`src/rtl/mem_arbiter_if.sv`:
```
// Signal bundle between the CPU fetch/data ports, the external memory bus and the arbiter.
// The slave modport is the arbiter's view; the master modport is the CPU/bus side.
interface mem_arbiter_if #(
    parameter int ADDR_W = 32,
    parameter int DATA_W = 32
);
    logic              if_ce_i;
    logic [ADDR_W-1:0] if_addr_i;
    logic [DATA_W-1:0] if_data_o;
    logic              if_ready_o;

    logic              d_ce_i;
    logic              d_we_i;
    logic [3:0]        d_sel_i;
    logic [ADDR_W-1:0] d_addr_i;
    logic [DATA_W-1:0] d_data_i;
    logic [DATA_W-1:0] d_data_o;
    logic              d_ready_o;

    logic              bus_ce_o;
    logic              bus_we_o;
    logic [3:0]        bus_sel_o;
    logic [ADDR_W-1:0] bus_addr_o;
    logic [DATA_W-1:0] bus_data_o;
    logic [DATA_W-1:0] bus_data_i;
    logic              bus_ack_i;

    logic              err_o;
    logic              stallreq_o;
    logic [1:0]        grant_o;

    modport slave (
        input  if_ce_i, if_addr_i,
        input  d_ce_i, d_we_i, d_sel_i, d_addr_i, d_data_i,
        input  bus_data_i, bus_ack_i,
        output if_data_o, if_ready_o,
        output d_data_o, d_ready_o,
        output bus_ce_o, bus_we_o, bus_sel_o, bus_addr_o, bus_data_o,
        output err_o, stallreq_o, grant_o
    );

    modport master (
        output if_ce_i, if_addr_i,
        output d_ce_i, d_we_i, d_sel_i, d_addr_i, d_data_i,
        output bus_data_i, bus_ack_i,
        input  if_data_o, if_ready_o,
        input  d_data_o, d_ready_o,
        input  bus_ce_o, bus_we_o, bus_sel_o, bus_addr_o, bus_data_o,
        input  err_o, stallreq_o, grant_o
    );
endinterface

```
`src/rtl/mem_arbiter.sv`:
```
// Shares one memory bus between instruction fetch and data access, one registered
// transaction at a time, alternating owners under contention and timing out silent slaves.
module mem_arbiter #(
    parameter int ADDR_W  = 32,
    parameter int DATA_W  = 32,
    parameter int TIMEOUT = 255
) (
    input logic          clk,
    input logic          rst,
    mem_arbiter_if.slave mif
);

    typedef enum logic [1:0] {
        IDLE = 2'd0,
        BUS  = 2'd1,
        RESP = 2'd2
    } state_t;

    localparam logic [1:0] GNT_NONE  = 2'b00;
    localparam logic [1:0] GNT_FETCH = 2'b01;
    localparam logic [1:0] GNT_DATA  = 2'b10;

    localparam int              CNT_W    = (TIMEOUT > 1) ? $clog2(TIMEOUT) : 1;
    localparam logic [CNT_W-1:0] CNT_LAST = CNT_W'((TIMEOUT > 0) ? TIMEOUT - 1 : 0);

    state_t            state_q, state_d;
    logic [1:0]        last_grant_q, last_grant_d;
    logic [1:0]        grant_q, grant_d;
    logic [CNT_W-1:0]  cnt_q, cnt_d;
    logic              bus_ce_q, bus_ce_d;
    logic              bus_we_q, bus_we_d;
    logic [3:0]        bus_sel_q, bus_sel_d;
    logic [ADDR_W-1:0] bus_addr_q, bus_addr_d;
    logic [DATA_W-1:0] bus_data_q, bus_data_d;
    logic [DATA_W-1:0] if_data_q, if_data_d;
    logic [DATA_W-1:0] d_data_q, d_data_d;
    logic              err_q, err_d;

    logic if_ready;
    logic d_ready;

    always_comb begin
        state_d      = state_q;
        last_grant_d = last_grant_q;
        grant_d      = grant_q;
        cnt_d        = cnt_q;
        bus_ce_d     = bus_ce_q;
        bus_we_d     = bus_we_q;
        bus_sel_d    = bus_sel_q;
        bus_addr_d   = bus_addr_q;
        bus_data_d   = bus_data_q;
        if_data_d    = if_data_q;
        d_data_d     = d_data_q;
        err_d        = 1'b0;

        unique case (state_q)
            IDLE: begin
                grant_d = GNT_NONE;
                // Data wins a tie unless it also won the previous grant.
                if (mif.d_ce_i && (!mif.if_ce_i || last_grant_q != GNT_DATA)) begin
                    grant_d      = GNT_DATA;
                    last_grant_d = GNT_DATA;
                    bus_we_d     = mif.d_we_i;
                    bus_sel_d    = mif.d_sel_i;
                    bus_addr_d   = mif.d_addr_i;
                    bus_data_d   = mif.d_data_i;
                    bus_ce_d     = 1'b1;
                    cnt_d        = '0;
                    state_d      = BUS;
                end else if (mif.if_ce_i) begin
                    grant_d      = GNT_FETCH;
                    last_grant_d = GNT_FETCH;
                    bus_we_d     = 1'b0;
                    bus_sel_d    = 4'b1111;
                    bus_addr_d   = mif.if_addr_i;
                    bus_data_d   = '0;
                    bus_ce_d     = 1'b1;
                    cnt_d        = '0;
                    state_d      = BUS;
                end
            end
            BUS: begin
                if (mif.bus_ack_i) begin
                    if (grant_q == GNT_FETCH) begin
                        if_data_d = mif.bus_data_i;
                    end else if (!bus_we_q) begin
                        d_data_d = mif.bus_data_i;
                    end
                    bus_ce_d = 1'b0;
                    state_d  = RESP;
                end else if (TIMEOUT != 0 && cnt_q == CNT_LAST) begin
                    // A timed-out transfer returns zero so stale data is never mistaken for a result.
                    if (grant_q == GNT_FETCH) begin
                        if_data_d = '0;
                    end else begin
                        d_data_d = '0;
                    end
                    bus_ce_d = 1'b0;
                    err_d    = 1'b1;
                    state_d  = RESP;
                end else begin
                    cnt_d = cnt_q + CNT_W'(1);
                end
            end
            RESP: begin
                grant_d = GNT_NONE;
                state_d = IDLE;
            end
            default: begin
                grant_d  = GNT_NONE;
                bus_ce_d = 1'b0;
                state_d  = IDLE;
            end
        endcase
    end

    always_ff @(posedge clk) begin
        if (rst) begin
            state_q      <= IDLE;
            last_grant_q <= GNT_FETCH;
            grant_q      <= GNT_NONE;
            cnt_q        <= '0;
            bus_ce_q     <= 1'b0;
            bus_we_q     <= 1'b0;
            bus_sel_q    <= '0;
            bus_addr_q   <= '0;
            bus_data_q   <= '0;
            if_data_q    <= '0;
            d_data_q     <= '0;
            err_q        <= 1'b0;
        end else begin
            state_q      <= state_d;
            last_grant_q <= last_grant_d;
            grant_q      <= grant_d;
            cnt_q        <= cnt_d;
            bus_ce_q     <= bus_ce_d;
            bus_we_q     <= bus_we_d;
            bus_sel_q    <= bus_sel_d;
            bus_addr_q   <= bus_addr_d;
            bus_data_q   <= bus_data_d;
            if_data_q    <= if_data_d;
            d_data_q     <= d_data_d;
            err_q        <= err_d;
        end
    end

    // Ready is decoded from registered state, so it is a clean single-cycle pulse in RESP.
    assign if_ready = (state_q == RESP) && (grant_q == GNT_FETCH);
    assign d_ready  = (state_q == RESP) && (grant_q == GNT_DATA);

    assign mif.if_ready_o = if_ready;
    assign mif.d_ready_o  = d_ready;
    assign mif.if_data_o  = if_data_q;
    assign mif.d_data_o   = d_data_q;
    assign mif.bus_ce_o   = bus_ce_q;
    assign mif.bus_we_o   = bus_we_q;
    assign mif.bus_sel_o  = bus_sel_q;
    assign mif.bus_addr_o = bus_addr_q;
    assign mif.bus_data_o = bus_data_q;
    assign mif.err_o      = err_q;
    assign mif.grant_o    = grant_q;
    assign mif.stallreq_o = (mif.if_ce_i & ~if_ready) | (mif.d_ce_i & ~d_ready);

endmodule
```
`src/flat_wrapper.sv`:
```
// flat-port wrapper written by rule: the top's interface ports become plain ports
module mem_arbiter_flat 
#(
    parameter int ADDR_W  = 32,
    parameter int DATA_W  = 32,
    parameter int TIMEOUT = 255
)
  (clk, rst, mif_if_ce_i, mif_if_addr_i, mif_d_ce_i, mif_d_we_i, mif_d_sel_i, mif_d_addr_i, mif_d_data_i, mif_bus_data_i, mif_bus_ack_i, mif_if_data_o, mif_if_ready_o, mif_d_data_o, mif_d_ready_o, mif_bus_ce_o, mif_bus_we_o, mif_bus_sel_o, mif_bus_addr_o, mif_bus_data_o, mif_err_o, mif_stallreq_o, mif_grant_o);
  mem_arbiter_if #(.ADDR_W(ADDR_W), .DATA_W(DATA_W)) mif_i ();
  input logic clk;
  input logic rst;
  input wire logic [$bits(mif_i.if_ce_i)-1:0] mif_if_ce_i;
  input wire logic [$bits(mif_i.if_addr_i)-1:0] mif_if_addr_i;
  input wire logic [$bits(mif_i.d_ce_i)-1:0] mif_d_ce_i;
  input wire logic [$bits(mif_i.d_we_i)-1:0] mif_d_we_i;
  input wire logic [$bits(mif_i.d_sel_i)-1:0] mif_d_sel_i;
  input wire logic [$bits(mif_i.d_addr_i)-1:0] mif_d_addr_i;
  input wire logic [$bits(mif_i.d_data_i)-1:0] mif_d_data_i;
  input wire logic [$bits(mif_i.bus_data_i)-1:0] mif_bus_data_i;
  input wire logic [$bits(mif_i.bus_ack_i)-1:0] mif_bus_ack_i;
  output wire logic [$bits(mif_i.if_data_o)-1:0] mif_if_data_o;
  output wire logic [$bits(mif_i.if_ready_o)-1:0] mif_if_ready_o;
  output wire logic [$bits(mif_i.d_data_o)-1:0] mif_d_data_o;
  output wire logic [$bits(mif_i.d_ready_o)-1:0] mif_d_ready_o;
  output wire logic [$bits(mif_i.bus_ce_o)-1:0] mif_bus_ce_o;
  output wire logic [$bits(mif_i.bus_we_o)-1:0] mif_bus_we_o;
  output wire logic [$bits(mif_i.bus_sel_o)-1:0] mif_bus_sel_o;
  output wire logic [$bits(mif_i.bus_addr_o)-1:0] mif_bus_addr_o;
  output wire logic [$bits(mif_i.bus_data_o)-1:0] mif_bus_data_o;
  output wire logic [$bits(mif_i.err_o)-1:0] mif_err_o;
  output wire logic [$bits(mif_i.stallreq_o)-1:0] mif_stallreq_o;
  output wire logic [$bits(mif_i.grant_o)-1:0] mif_grant_o;
  assign mif_i.if_ce_i = mif_if_ce_i;
  assign mif_i.if_addr_i = mif_if_addr_i;
  assign mif_i.d_ce_i = mif_d_ce_i;
  assign mif_i.d_we_i = mif_d_we_i;
  assign mif_i.d_sel_i = mif_d_sel_i;
  assign mif_i.d_addr_i = mif_d_addr_i;
  assign mif_i.d_data_i = mif_d_data_i;
  assign mif_i.bus_data_i = mif_bus_data_i;
  assign mif_i.bus_ack_i = mif_bus_ack_i;
  assign mif_if_data_o = mif_i.if_data_o;
  assign mif_if_ready_o = mif_i.if_ready_o;
  assign mif_d_data_o = mif_i.d_data_o;
  assign mif_d_ready_o = mif_i.d_ready_o;
  assign mif_bus_ce_o = mif_i.bus_ce_o;
  assign mif_bus_we_o = mif_i.bus_we_o;
  assign mif_bus_sel_o = mif_i.bus_sel_o;
  assign mif_bus_addr_o = mif_i.bus_addr_o;
  assign mif_bus_data_o = mif_i.bus_data_o;
  assign mif_err_o = mif_i.err_o;
  assign mif_stallreq_o = mif_i.stallreq_o;
  assign mif_grant_o = mif_i.grant_o;
  mem_arbiter #(.ADDR_W(ADDR_W), .DATA_W(DATA_W), .TIMEOUT(TIMEOUT)) u_core (.clk(clk), .rst(rst), .mif(mif_i));
endmodule
```
`config.mk`:
```
export PLATFORM = sky130hd
export DESIGN_NAME = mem_arbiter_flat
export DESIGN_NICKNAME = d
export VERILOG_FILES = /design/src/rtl/mem_arbiter_if.sv /design/src/rtl/mem_arbiter.sv /design/src/flat_wrapper.sv
export SDC_FILE = /design/constraint.sdc
export NUM_CORES = 1
export LEC_CHECK = 0
export CORE_MARGIN = 3
export CORE_UTILIZATION = 44
export CTS_CLUSTER_DIAMETER = 120
export DETAILED_ROUTE_END_ITERATION = 10
export GPL_TIMING_DRIVEN = 0
export HOLD_SLACK_MARGIN = 0.12
export PLACE_DENSITY = 0.87
export SLEW_MARGIN = 20
export SYNTH_ARGS = -nofsm -noshare
export SYNTH_HDL_FRONTEND = slang
export SYNTH_SLANG_ARGS = --single-unit
```
`constraint.sdc`:
```
create_clock -name clk -period 3.1 [get_ports clk]
set_clock_uncertainty 0.2 [all_clocks]
set_input_delay 0.62 -clock clk [delete_from_list [all_inputs] [get_ports clk]]
set_output_delay 0.62 -clock clk [all_outputs]
set_load 0.01 [all_outputs]
```
## After elaboration in Yosys (flattened, before gate mapping)

Index checks and enable logic that the tools add are counted.

| storage, ports and cells | value |
|---|---|
| logic and storage cells | 85 |
| register bits | 149 |
| input port bits | 138 |
| output and inout bits | 140 |

| operators by class | value |
|---|---|
| bitwise logic cells | 8 |
| reduce and logical (&&, ||, !) cells | 16 |
| add/subtract/negate cells | 1 |
| equality and inequality tests | 11 |
| multiplexer cells | 37 |

Operators by type and width:

| operator | number |
|---|---|
| $mux W32 | 13 |
| $mux W8 | 4 |
| $pmux W8 S2 | 1 |
| $mux W2 | 6 |
| $add A8 B1 Y8 const B | 1 |
| $eq A8 B8 Y1 const B | 1 |
| $mux W1 | 8 |
| $mux W4 | 2 |
| $ne A2 B2 Y1 const B | 4 |
| $pmux W2 S2 | 2 |
| $reduce_and A4 Y1 | 2 |
| $ne A3 B2 Y1 const B | 2 |
| $reduce_and A3 Y1 | 2 |
| $reduce_bool A2 Y1 | 3 |
| $not A1 Y1 | 5 |
| $eq A2 B1 Y1 const B | 2 |
| $eq A2 B2 Y1 const B | 2 |
| $reduce_and A2 Y1 | 2 |
| $logic_and A1 B1 Y1 | 3 |
| $pmux W1 S3 | 1 |
| $reduce_or A3 Y1 | 1 |
| $and A1 B1 Y1 | 2 |
| $logic_not A2 Y1 | 1 |
| $logic_not A1 Y1 | 1 |
| other kinds (2) | 2 |

## Longest topological paths before layout

Gate-level depths: netlist of the first run.

| depth | value |
|---|---|
| word-level depth | 5 |
| gate-level depth with buffers | 7 |
| mapped depth without buffers | 6 |

## Least setup slack after synthesis of the first run

OpenSTA, ideal clock, no wires.

| timing | value |
|---|---|
| path type | in2out |
| start point | in mif_d_ce_i |
| end point | out mif_stallreq_o |
| path buffers | 2 |
| cell stages on the path | 4 |
| arrival time | 1.532 ns |
| required time | 2.280 ns |
| setup slack | 0.748 ns |
| cells stage by stage | clkbuf_1 > clkbuf_1 > o22ai_1 > a31oi_1 |

| on the way | value |
|---|---|
| cells in the longest elaborated chain, start to end | 2 |

Ends and longest elaborated chain:

| item | line | source |
|---|---|---|
| start, declared | flat_wrapper.sv:14 | `input wire logic [$bits(mif_i.d_ce_i)-1:0] mif_d_ce_i;` |
| $and A1 B1 Y1 | mem_arbiter.sv:162 | `assign mif.stallreq_o = (mif.if_ce_i & ~if_ready) \| (mif.d_ce_i & ~d_ready);` |
| $or A1 B1 Y1 | mem_arbiter.sv:162 |  |
| end, declared | flat_wrapper.sv:31 | `output wire logic [$bits(mif_i.stallreq_o)-1:0] mif_stallreq_o;` |

Every way passes these cells.

## Worst setup path in the final report of the first run

Ends and elaborated chain as after synthesis.

==> impl_metrics.json, run 1 <==
{
  "worst_hold_path_cells": 2,
  "ys_types": 41,
  "floorplan.rows": 40,
  "min_path_type": "flip-flop to flip-flop",
  "timing.hold.worst_endpoint": "u_core.mif.bus_data_o[27]",
  "die_x_um": 120,
  "cts_tree": "yes",
  "pre_cts_slack_ns": -0.543,
  "placedInstanceArea_sq_um": 8660,
  "clkLatencyLatePin_ns": 0.41,
  "r2r-end": "u_core.mif.if_data_o[24]",
  "maxSlewViolCount": 0,
  "clkSinkCount": 149,
  "postRouteWirelength_um": 20900,
  "final.hold.worst_slack_ns": 0.263,
  "synth_largest_type_area_fraction_pct": 52.6,
  "timing.critical_path.slowest_stage_cell": "clkdlybuf4s50_1",
  "via_per_inst": 5.46,
  "timing_worst_slew_pin_value_ns": 0.558,
  "cts_buffers": 17,
  "crit_buf_inv": 4,
  "grt_antenna_before_repair": 1,
  "grt_pass1_vias": 6115,
  "rsz0062_at_grt": "false",
  "synth-warning-count": 0,
  "synth_edf_count": 0,
  "worstPathArrival_ns": 2.21,
  "synth_top_cells_by_area": "dfxtp_1, nand2_1, nand3_1",
  "worst_setup_hold_path_clk_slew_ns": 0.06,
  "cp_data_required_time_ns": 2.28,
  "globalRouteTotalUtil_pct": 28.8,
  "cts_root_buf": "clkbuf_16",
  "clk_path_buf_depth": 2,
  "drt_iter0_drc": 472,
  "static_leakage_power_nw": 3.37,
  "start_of_the_worst_register_to_register_path": "u_core.cnt_q[0]",
  "cp_max_fo": 10,
  "run_status": "completed",
  "floorplan.initialDensity_pct": 46.1,
  "worstPathCellList": "clkdlybuf4s50_1 -> buf_2 -> clkbuf_4 -> o22ai_1 -> a31oi_1 -> dlygate4sd2_1",
  "drtAntennaViolNets": 0,
  "finalWeightedCongestion": 0.891,
  "hp-start": "u_core.mif.bus_data_o[27]",
  "drc": 0,
  "global_route.peak_usage_layer": "met2",
  "setup_violators_final": 0,
  "synthArstFlopShare_pct": 0,
  "worstSetupEndpointType": "primary output",
  "netlist_instances": 660,
  "number_of_fillers_in_the_final_layout": 900,
  "cellPowerDensity_nw_per_um2": 541,
  "crit_path_max_incr_delay_ns": 0.49,
  "coreArea_sq_um": 12300,
  "grt.met1_usage_pct": 33.2,
  "r2r_slack_ns": 0.94,
  "io_pins": 278,
  "grt_max_degree": 17,
  "synth-seq-cells": 149,
  "seq_area_sq_um": 2980,
  "combined_area_of_the_multi_input_logic_cells_sq_um": 2410,
  "die-height_um": 120,
  "cts.hold.buffers_added": 0,
  "timing.final.ws_setup_ns": 0.0652,
  "crit_family": "buffers and inverters",
  "hpwl_um": 15600,
  "pre_repair_dr_iteration_count": 5,
  "ys_dominant_reg_cell": "dfxtp_1",
  "use_met2_pct": 50.0,
  "avgSynthCellArea_sq_um": 8.60,
  "gr-usage-met3_pct": 9.90,
  "grt_pass1_wl_um": 32700,
  "r2r.worst_path.cells": 7,
  "globalRoute.totalOverflow": 0,
  "dieArea_sq_um": 14300,
  "min_period_ns": 3.03,
  "avgRoutedWirePerCell_um": 18.3,
  "num_vias": 6215,
  "synth.largest_area_cell": "dfxtp_1",
  "layout_worst_path_cycle_share_pct": 97.9,
  "area_growth_syn_to_layout_pct": 63.1,
  "timing_hold_violations_final": 0,
  "timing.slew.headroom_pct": 62.6,
  "power.ir.vdd_worst_mv": 0.320,
  "drive_above_1_share_pct": 6.71,
  "syn_nets": 800,
  "setup.worst_path.start": "mif_d_ce_i",
  "crit_path_start_kind": "input pin",
  "final_core_util_pct": 75.2,
  "power_mw": 5.01,
  "fmaxAchievable_mhz": 330,
  "synth.cell_area_sq_um": 5670,
  "design.final.nets": 1096,
  "maxCapViolations": 0,
  "cts_max_level": 4,
  "setup.worst_path.class": "input pin to primary output",
  "timing.critical_path.depth": 6,
  "synth-seq-area-share_pct": 52.6,
  "post-route-cell-area_sq_um": 9250,
  "io_buffer_count": 277
}
## cell type report
cell class | instances | area share [%]
inverter | 3 | 0.122
tap | 168 | 2.27
timing repair buffer | 277 | 29.9
antenna | 1 | 0.0270
buffer | 60 | 2.92
sequential | 149 | 32.2
multi-input combinational | 448 | 26.1
clock inverter | 14 | 1.74
clock buffer | 18 | 4.64
## report_power, final
part	switching (mW)	internal, mW	total, mW	leakage (nW)
logic	0.404	0.455	0.860	1.87
registers	0.0612	2.03	2.09	1.22
clock network	0.800	1.26	2.06	0.289
total	1.27	3.74	5.01	3.37
## worst register-to-register path: stages, from the launching register on
cell and delay, ns:
dfxtp_1 0.38, inv_1 0.07, ha_1 0.21, nand3_1 0.16
o21a_1 0.31, clkbuf_1 0.42, o21ai_0 0.17, a21oi_1 0.17
## cell usage after synthesis, types with 4 or more instances
master / number
nor3_1: 9
clkbuf_1: 36
nand3_1: 75
o21ai_0: 34
nor2_1: 44
buf_2: 20
a311oi_1: 34
nand2_1: 106
a22o_1: 32
nand2b_1: 6
a21oi_1: 71
a31oi_1: 4
dfxtp_1: 149
## kinds of logic (layout without fill, tap and decap cells)
family                   count (synthesis)  in the layout  synth area share (%)
adder cells (fa/ha/maj)                  2              2                 0.441
buffers and inverters                   63            372                  4.87
AND/OR/NAND/NOR                        259            259                  20.7
flip-flops                             149            149                  52.6
AO/OA/AOI/OAI                          187            187                  21.4
other                                    0              1                     0
## sequential cells by signal, summed over array words and instances (netlist names)
register,flops
u_core.mif.bus_addr_o,32
u_core.mif.bus_data_o,32
u_core.mif.d_data_o,32
u_core.mif.if_data_o,32
u_core.cnt_q,8
u_core.mif.bus_sel_o,4
u_core.last_grant_q,2
u_core.mif.grant_o,2
u_core.state_q,2
u_core.mif.bus_ce_o,1
u_core.mif.bus_we_o,1
u_core.mif.err_o,1
## through the flow
stage,std cells,TNS (ns)
final,1138,0
after global routing,1138,0
after CTS,1137,0
after detailed placement,1105,-0.543
after global placement,1105,-0.557
after floorplan,660,0
## per-layer routing
layer	routed length [um]	share of wire [%]	up-vias
met5	0	0	-
met4	470	2.3	0
met3	2090	10	39
met2	10400	50	307
met1	7910	38	2923
li1	-	-	2946
## cells in the final DEF (no fill, tap or decap), drive strengths merged, types with 4 or more instances in the layout
master	n
clkdlybuf4s50	276
dfxtp	149
nand2	107
nand3	75
a21oi	71
clkbuf	53
nor2	44
o21ai	36
a311oi	34
a22o	32
buf	25
nor3	10
clkinv	9
nand2b	6
a31oi	4
## worst max-delay path by stage
stage	to
detailed placement	mif_stallreq_o
global route	mif_stallreq_o
global placement	mif_stallreq_o
CTS	mif_stallreq_o
floorplan	mif_stallreq_o
finish	mif_stallreq_o
## what timing repair did
action                                 in CTS  in global routing
resized for setup                           4                  1
setup endpoints to repair                   1                  1
buffers inserted                            0                  0
endpoints found under the hold margin       0                  0
Power figures use the tool's default switching activity.
==> run 2: changes to the inputs <==
--- a/config.mk
+++ b/config.mk
@@ -11,6 +11,7 @@
 export DETAILED_ROUTE_END_ITERATION = 10
 export GPL_TIMING_DRIVEN = 0
 export HOLD_SLACK_MARGIN = 0.12
+export MAX_ROUTING_LAYER = met4
 export PLACE_DENSITY = 0.87
 export SLEW_MARGIN = 20
 export SYNTH_ARGS = -nofsm -noshare
==> impl_metrics.json, run 2 (same netlist as run 1, synthesis figures left out) <==
{
  "layout_worst_path_cycle_share_pct": 97.2,
  "power.ir.vdd_worst_mv": 0.320,
  "power_mw": 5.01,
  "cts_max_level": 4,
  "maxCapViolations": 0,
  "die_x_um": 120,
  "area_growth_syn_to_layout_pct": 63.1,
  "drt_iter0_drc": 476,
  "timing_hold_violations_final": 0,
  "clkLatencyLatePin_ns": 0.41,
  "worstPathArrival_ns": 2.19,
  "design.final.nets": 1096,
  "grt_pass1_vias": 6139,
  "globalRouteTotalUtil_pct": 29.8,
  "drtAntennaViolNets": 0,
  "drc": 0,
  "number_of_fillers_in_the_final_layout": 900,
  "setup.worst_path.class": "input pin to primary output",
  "num_vias": 6207,
  "timing_worst_slew_pin_value_ns": 0.570,
  "cellPowerDensity_nw_per_um2": 542,
  "start_of_the_worst_register_to_register_path": "u_core.cnt_q[0]",
  "clk_path_buf_depth": 2,
  "die-height_um": 120,
  "via_per_inst": 5.45,
  "hpwl_um": 15600,
  "cp_max_fo": 10,
  "maxSlewViolCount": 0,
  "clkSinkCount": 149,
  "timing.critical_path.slowest_stage_cell": "clkdlybuf4s50_1",
  "cts_buffers": 17,
  "pre_repair_dr_iteration_count": 5,
  "floorplan.rows": 40,
  "final_core_util_pct": 75.2,
  "grt_pass1_wl_um": 32700,
  "static_leakage_power_nw": 3.37,
  "timing.final.ws_setup_ns": 0.0877,
  "grt_antenna_before_repair": 1,
  "timing.slew.headroom_pct": 61.8,
  "dieArea_sq_um": 14300,
  "avgRoutedWirePerCell_um": 18.4,
  "grt_max_degree": 17,
  "worstSetupEndpointType": "primary output",
  "cts_tree": "yes",
  "io_buffer_count": 277,
  "io_pins": 278,
  "cp_data_required_time_ns": 2.28,
  "crit_path_max_incr_delay_ns": 0.48,
  "cts.hold.buffers_added": 0,
  "pre_cts_slack_ns": -0.543,
  "floorplan.initialDensity_pct": 46.1,
  "rsz0062_at_grt": "false",
  "crit_path_start_kind": "input pin",
  "worstPathCellList": "clkdlybuf4s50_1 -> buf_2 -> clkbuf_4 -> o22ai_1 -> a31oi_1 -> dlygate4sd2_1",
  "fmaxAchievable_mhz": 332,
  "globalRoute.totalOverflow": 0,
  "run_status": "completed",
  "drive_above_1_share_pct": 6.71,
  "hp-start": "u_core.mif.bus_data_o[27]",
  "coreArea_sq_um": 12300,
  "layout_common_cells": "clkdlybuf4s50_1, dfxtp_1, nand2_1, nand3_1, a21oi_1",
  "setup_violators_final": 0,
  "cts_root_buf": "clkbuf_16",
  "worst_setup_hold_path_clk_slew_ns": 0.06,
  "postRouteWirelength_um": 20900,
  "leading_cell_type_in_the_layout_fill_and_taps_excluded": "clkdlybuf4s50_1",
  "finalWeightedCongestion": 0.906,
  "min_path_type": "flip-flop to flip-flop",
  "setup.worst_path.start": "mif_d_ce_i",
  "min_period_ns": 3.01
}
run 2: cell counts in the layout (fill, tap and decap cells not counted):
Identical to the previous run, type by type.
run 2: final timing paths:
kind	cells after the start	to	slack, ns
worst max-delay path	6	mif_stallreq_o	0.09
worst max register to register	7	u_core.mif.if_data_o[24]	0.97
worst min register to register	2	u_core.mif.bus_data_o[27]	0.26
worst min-delay path	2	u_core.mif.bus_data_o[27]	0.26
run 2: area by class of cell:
| type | count | area (sq um) | area share [%] |
|---|---|---|---|
| diodes | 1 | 2.50 | 0.0270 |
| repair buffers | 277 | 2770 | 29.9 |
| clock inverters | 14 | 161 | 1.74 |
| inverters | 3 | 11.3 | 0.122 |
| flip-flops and latches | 149 | 2980 | 32.2 |
| clock buffers | 18 | 429 | 4.64 |
| plain buffers | 60 | 270 | 2.92 |
| well taps | 168 | 210 | 2.27 |
| multi-input cells | 448 | 2410 | 26.1 |
run 2: critical path, delay by kind of cell:
| family | cells | cell delay [ns] |
|---|---|---|
| buf+inv | 4 | 1.29 |
| compound gates | 2 | 0.28 |
run 2: metrics by stage:
step	instances	TNS, ns	hold WS [ns]	instance area (sq um)
2_1_floorplan	660	0	0.256	5670
3_3_place_gp	1105	-0.557	0.253	8660
3_5_place_dp	1105	-0.543	0.254	8660
4_1_cts	1137	0	0.266	9250
5_1_grt	1138	0	0.283	9250
6_report	1138	0	0.263	9250
run 2: power breakdown:
part / internal [mW] / leakage, nW / switching [mW]
clock network: 1.26 / 0.289 / 0.806
logic: 0.455 / 1.87 / 0.405
registers: 2.03 / 1.22 / 0.0610
total: 3.74 / 3.37 / 1.27
run 2: layer usage:
| layer | routed length (um) | up-vias | GRT usage [%] |
|---|---|---|---|
| li1 | - | 2945 | - |
| met1 | 8200 | 2926 | 34.0 |
| met2 | 10300 | 293 | 49.7 |
| met3 | 1920 | 43 | 9.66 |
| met4 | 480 | 0 | 9.88 |
| met5 | 0 | - | - |
run 2: repair_timing:
action | CTS | global route
gates resized for setup | 4 | 1
endpoints found under the hold margin | 0 | 0
buffers inserted | 0 | 0
gates cloned | 0 | 0
setup endpoints to repair | 1 | 1
